## config.mk

```make
export PLATFORM = sky130hd
export DESIGN_NAME = uart_tx_flat
export DESIGN_NICKNAME = d
export VERILOG_FILES = /design/src/rtl/uart_tx_if.sv /design/src/rtl/uart_tx.sv /design/src/flat_wrapper.sv
export SDC_FILE = /design/constraint.sdc
export NUM_CORES = 1
export LEC_CHECK = 0
export CAP_MARGIN = 15
export CORE_MARGIN = 2
export CORE_UTILIZATION = 38
export DETAILED_ROUTE_END_ITERATION = 8
export GPL_TIMING_DRIVEN = 0
export SYNTH_ARGS = -nofsm -noshare
export SYNTH_HDL_FRONTEND = slang
export SYNTH_SLANG_ARGS = --single-unit
```

## constraint.sdc

```tcl
create_clock -name clk -period 2.61 [get_ports clk]
set_input_delay 0.261 -clock clk [delete_from_list [all_inputs] [get_ports clk]]
set_output_delay 0.261 -clock clk [all_outputs]
set_load 0.02 [all_outputs]
```

## src/rtl/uart_tx_if.sv

```systemverilog
// rtl/uart_tx_if.sv - byte handshake between a producer and the UART transmitter
interface uart_tx_if #(
   parameter int DATA_BITS = 8
);
   logic [DATA_BITS-1:0] tx_data;
   logic                 tx_valid;
   logic                 tx_ready;

   modport master (output tx_data, output tx_valid, input tx_ready);
   modport slave  (input tx_data, input tx_valid, output tx_ready);
endinterface

```

## src/rtl/uart_tx.sv

```systemverilog
// rtl/uart_tx.sv - UART transmitter with CTS# flow control, LSB-first, optional even parity
module uart_tx #(
   parameter int CLK_FREQ_HZ    = 12_000_000,
   parameter int BAUD_RATE_BPS  = 115_200,
   parameter int BAUD_COUNT     = CLK_FREQ_HZ / BAUD_RATE_BPS,
   parameter int UART_DATA_BITS = 8,
   parameter int PARITY_BITS    = 0,
   parameter int STOP_BITS      = 1
) (
   input  logic     clk,
   input  logic     resetn,
   uart_tx_if.slave bus,
   input  logic     uart0_cts,
   output logic     uart0_txd,
   output logic     busy
);
   localparam int              CW        = $clog2(BAUD_COUNT);
   localparam logic [CW-1:0]   RELOAD    = CW'(BAUD_COUNT - 1);
   localparam logic [3:0]      LAST_DATA = 4'(UART_DATA_BITS - 1);
   localparam logic [3:0]      LAST_STOP = 4'(STOP_BITS - 1);

   typedef enum logic [2:0] {IDLE, WAIT_CTS, START, DATA, PARITY, STOP} state_t;

   state_t                    state, next_state;
   logic [CW-1:0]             cnt, cnt_next;
   logic [3:0]                bit_idx, idx_next;
   logic [UART_DATA_BITS-1:0] shift, shift_next;
   logic                      par, par_next;
   logic                      txd_next;
   logic                      ready_q;
   logic                      cts_meta, cts_s;
   logic                      bit_end;

   assign bus.tx_ready = ready_q;
   assign bit_end      = (cnt == '0);

   always_ff @(posedge clk or negedge resetn) begin
      if (!resetn) begin
         cts_meta <= 1'b1;
         cts_s    <= 1'b1;
      end else begin
         cts_meta <= uart0_cts;
         cts_s    <= cts_meta;
      end
   end

   always_ff @(posedge clk or negedge resetn) begin
      if (!resetn) begin
         state     <= IDLE;
         cnt       <= '0;
         bit_idx   <= '0;
         shift     <= '0;
         par       <= 1'b0;
         uart0_txd <= 1'b1;
         busy      <= 1'b0;
         ready_q   <= 1'b0;
      end else begin
         state     <= next_state;
         cnt       <= cnt_next;
         bit_idx   <= idx_next;
         shift     <= shift_next;
         par       <= par_next;
         uart0_txd <= txd_next;
         busy      <= (next_state != IDLE);
         ready_q   <= (next_state == IDLE);
      end
   end

   always_comb begin
      next_state = state;
      idx_next   = bit_idx;
      shift_next = shift;
      par_next   = par;
      cnt_next   = cnt;
      txd_next   = 1'b1;

      case (state)
         IDLE: begin
            if (bus.tx_valid && ready_q) begin
               shift_next = bus.tx_data;
               par_next   = ^bus.tx_data;
               idx_next   = '0;
               next_state = cts_s ? WAIT_CTS : START;
            end
         end
         WAIT_CTS: begin
            if (!cts_s) next_state = START;
         end
         START: begin
            if (bit_end) next_state = DATA;
         end
         DATA: begin
            if (bit_end) begin
               shift_next = shift >> 1;
               if (bit_idx == LAST_DATA) begin
                  idx_next   = '0;
                  next_state = (PARITY_BITS != 0) ? PARITY : STOP;
               end else begin
                  idx_next = bit_idx + 4'd1;
               end
            end
         end
         PARITY: begin
            if (bit_end) next_state = STOP;
         end
         STOP: begin
            if (bit_end) begin
               if (bit_idx == LAST_STOP) begin
                  idx_next   = '0;
                  next_state = IDLE;
               end else begin
                  idx_next = bit_idx + 4'd1;
               end
            end
         end
         default: next_state = IDLE;
      endcase

      // Counter restarts on every bit boundary, including the jump into START.
      if (next_state == IDLE || next_state == WAIT_CTS)
         cnt_next = '0;
      else if (state == IDLE || state == WAIT_CTS || bit_end)
         cnt_next = RELOAD;
      else
         cnt_next = cnt - CW'(1);

      // txd is registered from the next state so the line is glitch-free.
      case (next_state)
         START:   txd_next = 1'b0;
         DATA:    txd_next = shift_next[0];
         PARITY:  txd_next = par_next;
         default: txd_next = 1'b1;
      endcase
   end
endmodule

```

## src/flat_wrapper.sv

```systemverilog
// flat-port wrapper written by rule: the top's interface ports become plain ports
module uart_tx_flat 
#(
   parameter int CLK_FREQ_HZ    = 12_000_000,
   parameter int BAUD_RATE_BPS  = 115_200,
   parameter int BAUD_COUNT     = CLK_FREQ_HZ / BAUD_RATE_BPS,
   parameter int UART_DATA_BITS = 8,
   parameter int PARITY_BITS    = 0,
   parameter int STOP_BITS      = 1
)
  (clk, resetn, uart0_cts, uart0_txd, busy, bus_tx_data, bus_tx_valid, bus_tx_ready);
  uart_tx_if #(.DATA_BITS(8)) bus_i ();
  input  logic clk;
  input  logic resetn;
  input  logic uart0_cts;
  output logic uart0_txd;
  output logic busy;
  input wire logic [$bits(bus_i.tx_data)-1:0] bus_tx_data;
  input wire logic [$bits(bus_i.tx_valid)-1:0] bus_tx_valid;
  output wire logic [$bits(bus_i.tx_ready)-1:0] bus_tx_ready;
  assign bus_i.tx_data = bus_tx_data;
  assign bus_i.tx_valid = bus_tx_valid;
  assign bus_tx_ready = bus_i.tx_ready;
  uart_tx #(.CLK_FREQ_HZ(CLK_FREQ_HZ), .BAUD_RATE_BPS(BAUD_RATE_BPS), .BAUD_COUNT(BAUD_COUNT), .UART_DATA_BITS(UART_DATA_BITS), .PARITY_BITS(PARITY_BITS), .STOP_BITS(STOP_BITS)) u_core (.clk(clk), .resetn(resetn), .bus(bus_i), .uart0_cts(uart0_cts), .uart0_txd(uart0_txd), .busy(busy));
endmodule
```

==> qor.csv, run 1 <==
stage,metric,value,unit
sta,Final TNS setup,0,ns
floorplanning,Initial Utilization,0.399,
setup_path,"delay-heaviest family, CP",simple AND/OR/NAND/NOR gates,
finish,Post-Layout Cell Count,209,
logic_synthesis,syn_area_per_cell,10.5,um2
clocking,"CTS clk-pin slew, worst paths",0.09,ns
logic_synthesis,"Seq/Total Area, Yosys",0.475,
sta,Final min period,2.26,ns
route,Routed Antenna Nets,0,
setup_path,worst-path cell chain,inv_1 > ha_1 > nor4b_4 > and3_2 > a311oi_2 > nor2_1 > nor3b_1,
finish,layout cell share with drive strength beyond 1,0.143,
finish,# diodes,0,
logic_synthesis,number of synthesized flops with an enable pin,0,
floorplanning,die area,4420,um2
setup_path,CP Class,reg -> reg,
setup_path,CP max-delay cell,nor4b_4,
finish,final core utilization,0.472,
route,DRT Pass-1 Iters,4,
logic_synthesis,area share of the largest cell type after synthesis,0.422,
floorplanning,core area,3720,um2
clocking,post-CTS resize count,0,
floorplanning,Die X,66.5,um
route,Vias per Instance,5.27,
clocking,CTS H-tree depth,1,
pwr,maximum VDD drop,0.000175,V
clocking,Setup Buffers After CTS,0,
route,Post-Route WL,2.91,mm
clocking,clk root buf,clkbuf_8,
logic_synthesis,Area contributors post-synth,"dfrtp_1, xnor2_1, dfstp_2",
setup_path,Crit. End Element,flip-flop,
floorplanning,Top Ports,15,
floorplanning,Die H,66.5,um
placement,gpl congestion,0.787,
setup_path,WP data required,2.75,ns
grt,first-pass GRT wire length,5.00,mm
logic_synthesis,Synth Instances,142,
grt,total gr overflow,0,
clocking,Max clock buf depth,2,
clocking,Skew-Pair Late Insertion Delay,0.27,ns
run_status,outcome,completed,
route,drt drc,0,
clocking,total CTS buffers,3,
grt,All-Layer GR Usage,0.148,
logic_synthesis,Yosys reg bits,28,
sta,final-report hold violation count,0,
min_path,Hold Crit Class,reg -> reg,
finish,area delta synth->final,18.2,%
logic_synthesis,Mapped Area,1480,um2
logic_synthesis,post-synth top area cell,dfrtp_1,
run,number of max-cap violations,0,
finish,fill count,359,
sta,Final Cycle Share,0.866,
setup_path,Setup crit start kind,flip-flop,
sta,worst slew pin tran,0.803,ns
setup_path,peak per-stage delay on the critical path,0.43,ns
logic_synthesis,synth unique cells,42,
sta,Max Slew Vio Count,0,
route,WL/cell,13.9,um
clocking,cts-stage hold buffer count,0,
setup_path,Critical Path AT,2.40,ns
setup_path,CP Max Fanout,8,
sta,Highest Clock Rate,442,MHz
sta,Clock Skew,0.00168,ns
route,Initial DRC Count,82,
grt,Top Usage Layer GRT,met2,
grt,initial antenna violation count,0,
grt,GR Layer Usage met1,0.189,
placement,placed cells,205,
finish,number of nets in the layout,177,
placement,Final HPWL DP,2.20,mm
logic_synthesis,syn nets,157,
setup_path,worst path bufs/invs,1,
logic_synthesis,async set-reset flop share out of synthesis,1.00,
pwr,Leak Pwr,0.000754,uW
grt,largest net degree at the start of global routing,18,
logic_synthesis,top_reg_cell synth,dfrtp_1,
clocking,clock sink total,28,
clocking,CTS tree,built,
sta,RSZ-0062 raised after global routing,false,
logic_synthesis,YS warnings,0,
grt,met3 Usage GRT,0.0270,
grt,vias in the first global route,1119,
grt,M2 GR Usage,0.245,
floorplanning,Cell Rows,22,
finish,"commonest non-fill, non-tap cell in the layout",dfrtp_1,
sta,final-report setup violation count,0,
pwr,PD cells,430,nW/um2
sta,Max-Slew Margin vs Limit,0.463,
placement,IO buf count,14,
route,Via Count,1102,
pwr,total power,754,uW
finish,"commonest non-fill, non-tap cells in the layout","dfrtp_1, inv_1, clkdlybuf4s50_1",
worst register-to-register path, cell delays in order (launching register included):
cell and delay [ns]:
dfrtp_1 0.40, inv_1 0.06, ha_1 0.21, nor4b_4 0.43
and3_2 0.32, a311oi_2 0.17, nor2_1 0.43, nor3b_1 0.11
area by class of cell:
| type | count | area (um2) | area share |
|---|---|---|---|
| inverter | 15 | 56.3 | 0.0321 |
| buffer | 5 | 21.3 | 0.0121 |
| multi-input combinational | 94 | 702 | 0.400 |
| timing repair buffer | 15 | 155 | 0.0884 |
| tap | 48 | 60.1 | 0.0342 |
| sequential | 28 | 704 | 0.402 |
| clock buffer | 4 | 55.1 | 0.0314 |
sequential cells by signal, indices dropped and copies added (netlist names):
name                 count
u_core.uart0_txd         1
u_core.bit_idx           4
u_core.state             3
u_core.par               1
u_core.busy              1
u_core.bus.tx_ready      1
u_core.cts_meta          1
u_core.shift             8
u_core.cts_s             1
u_core.cnt               7
worst paths after layout:
path	cells after the start	slack [ns]	start	end
max in group asynchronous	2	1.61	resetn	u_core.shift[3]$_DFFE_PN0P_
min in group asynchronous	1	0.45	resetn	u_core.state[0]$_DFF_PN0_
worst max-delay path	7	0.35	u_core.cnt[0]$_DFF_PN0_	u_core.cnt[4]$_DFF_PN0_
worst min-delay path	0	0.36	u_core.cts_meta$_DFF_PN1_	u_core.cts_s$_DFF_PN1_
worst min register to register	0	0.36	u_core.cts_meta$_DFF_PN1_	u_core.cts_s$_DFF_PN1_
worst max register to register	7	0.35	u_core.cnt[0]$_DFF_PN0_	u_core.cnt[4]$_DFF_PN0_
through the flow:
stage	hold WS (ns)	instance area (um2)	setup WS, ns
final	0.361	1750	0.350
after global routing	0.364	1750	0.118
after CTS	0.362	1750	0.328
after detailed placement	0.348	1700	0.351
after global placement	0.346	1680	0.424
after floorplan	-0.0346	1480	0.651
metal layers:
metal | vias up | wire length (um) | part of all wire
met5 | - | 0 | 0
met4 | 0 | 12 | 0.0041
met3 | 2 | 103 | 0.035
met2 | 13 | 1370 | 0.47
met1 | 546 | 1430 | 0.49
li1 | 541 | - | -
power breakdown:
group / total [uW] / internal [uW] / leakage [uW] / switching (uW)
Clock: 265 / 135 / 0.0000288 / 130
Combinational: 51.0 / 28.5 / 0.000391 / 22.5
Sequential: 437 / 436 / 0.000334 / 0.888
cell usage after synthesis (3+ instances only):
master    number
a21oi_1       12
a222oi_1       6
clkbuf_1       3
dfrtp_1       25
dfstp_2        3
ha_1           3
inv_1         14
nand2_1        7
nand2b_1       5
nand4_1        3
nor2_1         8
nor3b_1        3
o21ai_0        6
xnor2_1       11
logic make-up (layout without fill, tap and decap cells):
kind of cell | count (synthesis) | after routing | synth area share
XOR/XNOR | 12 | 12 | 0.0708
buffers and inverters | 20 | 39 | 0.0523
AND/OR/NAND/NOR | 43 | 43 | 0.192
flip-flops | 28 | 28 | 0.475
adder cells (fa/ha/maj) | 3 | 3 | 0.0253
AO/OA/AOI/OAI | 36 | 36 | 0.185
No activity file was read; power rests on OpenSTA's default activity.
==> run 2, diff against run 1 <==
Settings changed: CORE_UTILIZATION 38 to 44, CTS_BUF_LIST set to sky130_fd_sc_hd__clkbuf_2, REMOVE_ABC_BUFFERS set to 1.
==> qor.csv, run 2 (same netlist as run 1, synthesis figures left out) <==
stage,metric,value,unit
run_status,outcome,completed,
clocking,Max clock buf depth,2,
route,Routed Antenna Nets,0,
sta,Final min period,2.29,ns
grt,All-Layer GR Usage,0.170,
pwr,Leak Pwr,0.000733,uW
finish,max FFs per register,8,
clocking,CTS tree,built,
sta,final-report setup violation count,0,
clocking,clk root buf,clkbuf_2,
finish,area delta synth->final,15.4,%
route,WL/cell,13.9,um
grt,total gr overflow,0,
setup_path,CP Class,reg -> reg,
clocking,Setup Buffers After CTS,0,
clocking,cts-stage hold buffer count,0,
clocking,post-CTS resize count,0,
finish,# diodes,0,
sta,worst slew pin tran,1.04,ns
route,Post-Route WL,2.82,mm
sta,RSZ-0062 raised after global routing,false,
floorplanning,Die H,62.1,um
sta,Min Hold Slack,0.255,ns
finish,Reg with most FFs,u_core.shift,
finish,layout cell share with drive strength beyond 1,0.135,
finish,largest registers,"u_core.shift (8), u_core.cnt (7), u_core.bit_idx (4)",
grt,vias in the first global route,1010,
finish,number of nets in the layout,172,
floorplanning,core area,3280,um2
grt,largest net degree at the start of global routing,18,
setup_path,Setup crit start kind,flip-flop,
finish,fill count,292,
clocking,"CTS clk-pin slew, worst paths",0.25,ns
pwr,PD cells,377,nW/um2
sta,Max-Slew Margin vs Limit,0.298,
run,number of max-cap violations,0,
finish,final core utilization,0.522,
clocking,CTS H-tree depth,1,
sta,Clock Skew,0.00870,ns
placement,Final HPWL DP,2.17,mm
setup_path,Crit. End Element,flip-flop,
finish,"commonest non-fill, non-tap cell in the layout",dfrtp_1,
route,DRT Pass-1 Iters,5,
sta,Highest Clock Rate,436,MHz
finish,"commonest non-fill, non-tap cells in the layout","dfrtp_1, inv_1, clkdlybuf4s50_1",
route,Via Count,1090,
clocking,Skew-Pair Late Insertion Delay,0.35,ns
sta,Final Cycle Share,0.878,
clocking,clock sink total,28,
route,Vias per Instance,5.40,
finish,area taken by multi-input logic gates,708,um2
floorplanning,die area,3850,um2
grt,initial antenna violation count,0,
clocking,total CTS buffers,3,
min_path,Hold Crit Class,in -> async,
floorplanning,Initial Utilization,0.452,
floorplanning,Top Ports,15,
route,Initial DRC Count,36,
sta,Max Slew Vio Count,0,
sta,final-report hold violation count,0,
grt,first-pass GRT wire length,4.78,mm
setup_path,CP Max Fanout,8,
route,drt drc,0,
setup_path,R2R setup slack,0.32,ns
setup_path,WP data required,2.86,ns
placement,IO buf count,14,
floorplanning,Cell Rows,21,
pwr,total power,646,uW
placement,gpl congestion,0.707,
finish,Sequential cell area,704,um2
pwr,maximum VDD drop,0.000248,V
floorplanning,Die X,62.1,um
setup_path,Critical Path AT,2.54,ns
-- run 2: changes by cell type in the layout (fill, tap and decap cells not counted), sizes merged --
cell	change
buf	-2
clkbuf	-4
clkinv	+1
-- run 2: metrics by stage --
stage	TNS, ns	cell area [um2]	instances	setup WS [ns]
6_report	0	1710	202	0.319
5_1_grt	0	1710	202	0.131
4_1_cts	0	1710	202	0.327
3_5_place_dp	0	1690	198	0.216
3_3_place_gp	-1.01	1660	197	-0.277
2_1_floorplan	0	1460	137	0.536
-- run 2: worst paths after layout --
kind,depth (start not counted),start,endpoint
max,7,u_core.cnt[0]$_DFF_PN0_,u_core.cnt[3]$_DFF_PN0_
min,1,resetn,u_core.bit_idx[2]$_DFFE_PN0P_
max reg2reg,7,u_core.cnt[0]$_DFF_PN0_,u_core.cnt[3]$_DFF_PN0_
min reg2reg,0,u_core.cts_meta$_DFF_PN1_,u_core.cts_s$_DFF_PN1_
max in group asynchronous,2,resetn,u_core.uart0_txd$_DFF_PN1_
min in group clk,1,uart0_cts,u_core.cts_meta$_DFF_PN1_
-- run 2: where the power goes --
group / switching, uW / total, uW / leakage (uW) / internal (uW)
logic: 21.8 / 52.3 / 0.000385 / 30.5
registers: 0.654 / 438 / 0.000334 / 438
clock network: 122 / 155 / 0.0000140 / 33.3
-- run 2: metal layers --
layer	GRT usage	vias up	part of all wire	wire length (um)
li1	-	532	-	-
met1	0.245	538	0.48	1350
met5	0	-	0	0
met4	0.0547	0	0.0067	19
met2	0.263	18	0.48	1360
met3	0.0248	2	0.032	91
-- run 2: area by class of cell --
| class | instances | share of cell area |
|---|---|---|
| tap | 46 | 0.0336 |
| clock inverter | 1 | 0.00219 |
| sequential | 28 | 0.411 |
| multi-input combinational | 94 | 0.413 |
| timing repair buffer | 15 | 0.0979 |
| inverter | 15 | 0.0329 |
| clock buffer | 3 | 0.00877 |
-- run 2: worst max-delay path, stage by stage, from the launching register on --
cell	delay [ns]
dfrtp_1	0.46
inv_1	0.06
ha_1	0.20
nor4b_4	0.45
and3_2	0.33
a311oi_2	0.15
nor2_1	0.44
nor3b_1	0.11
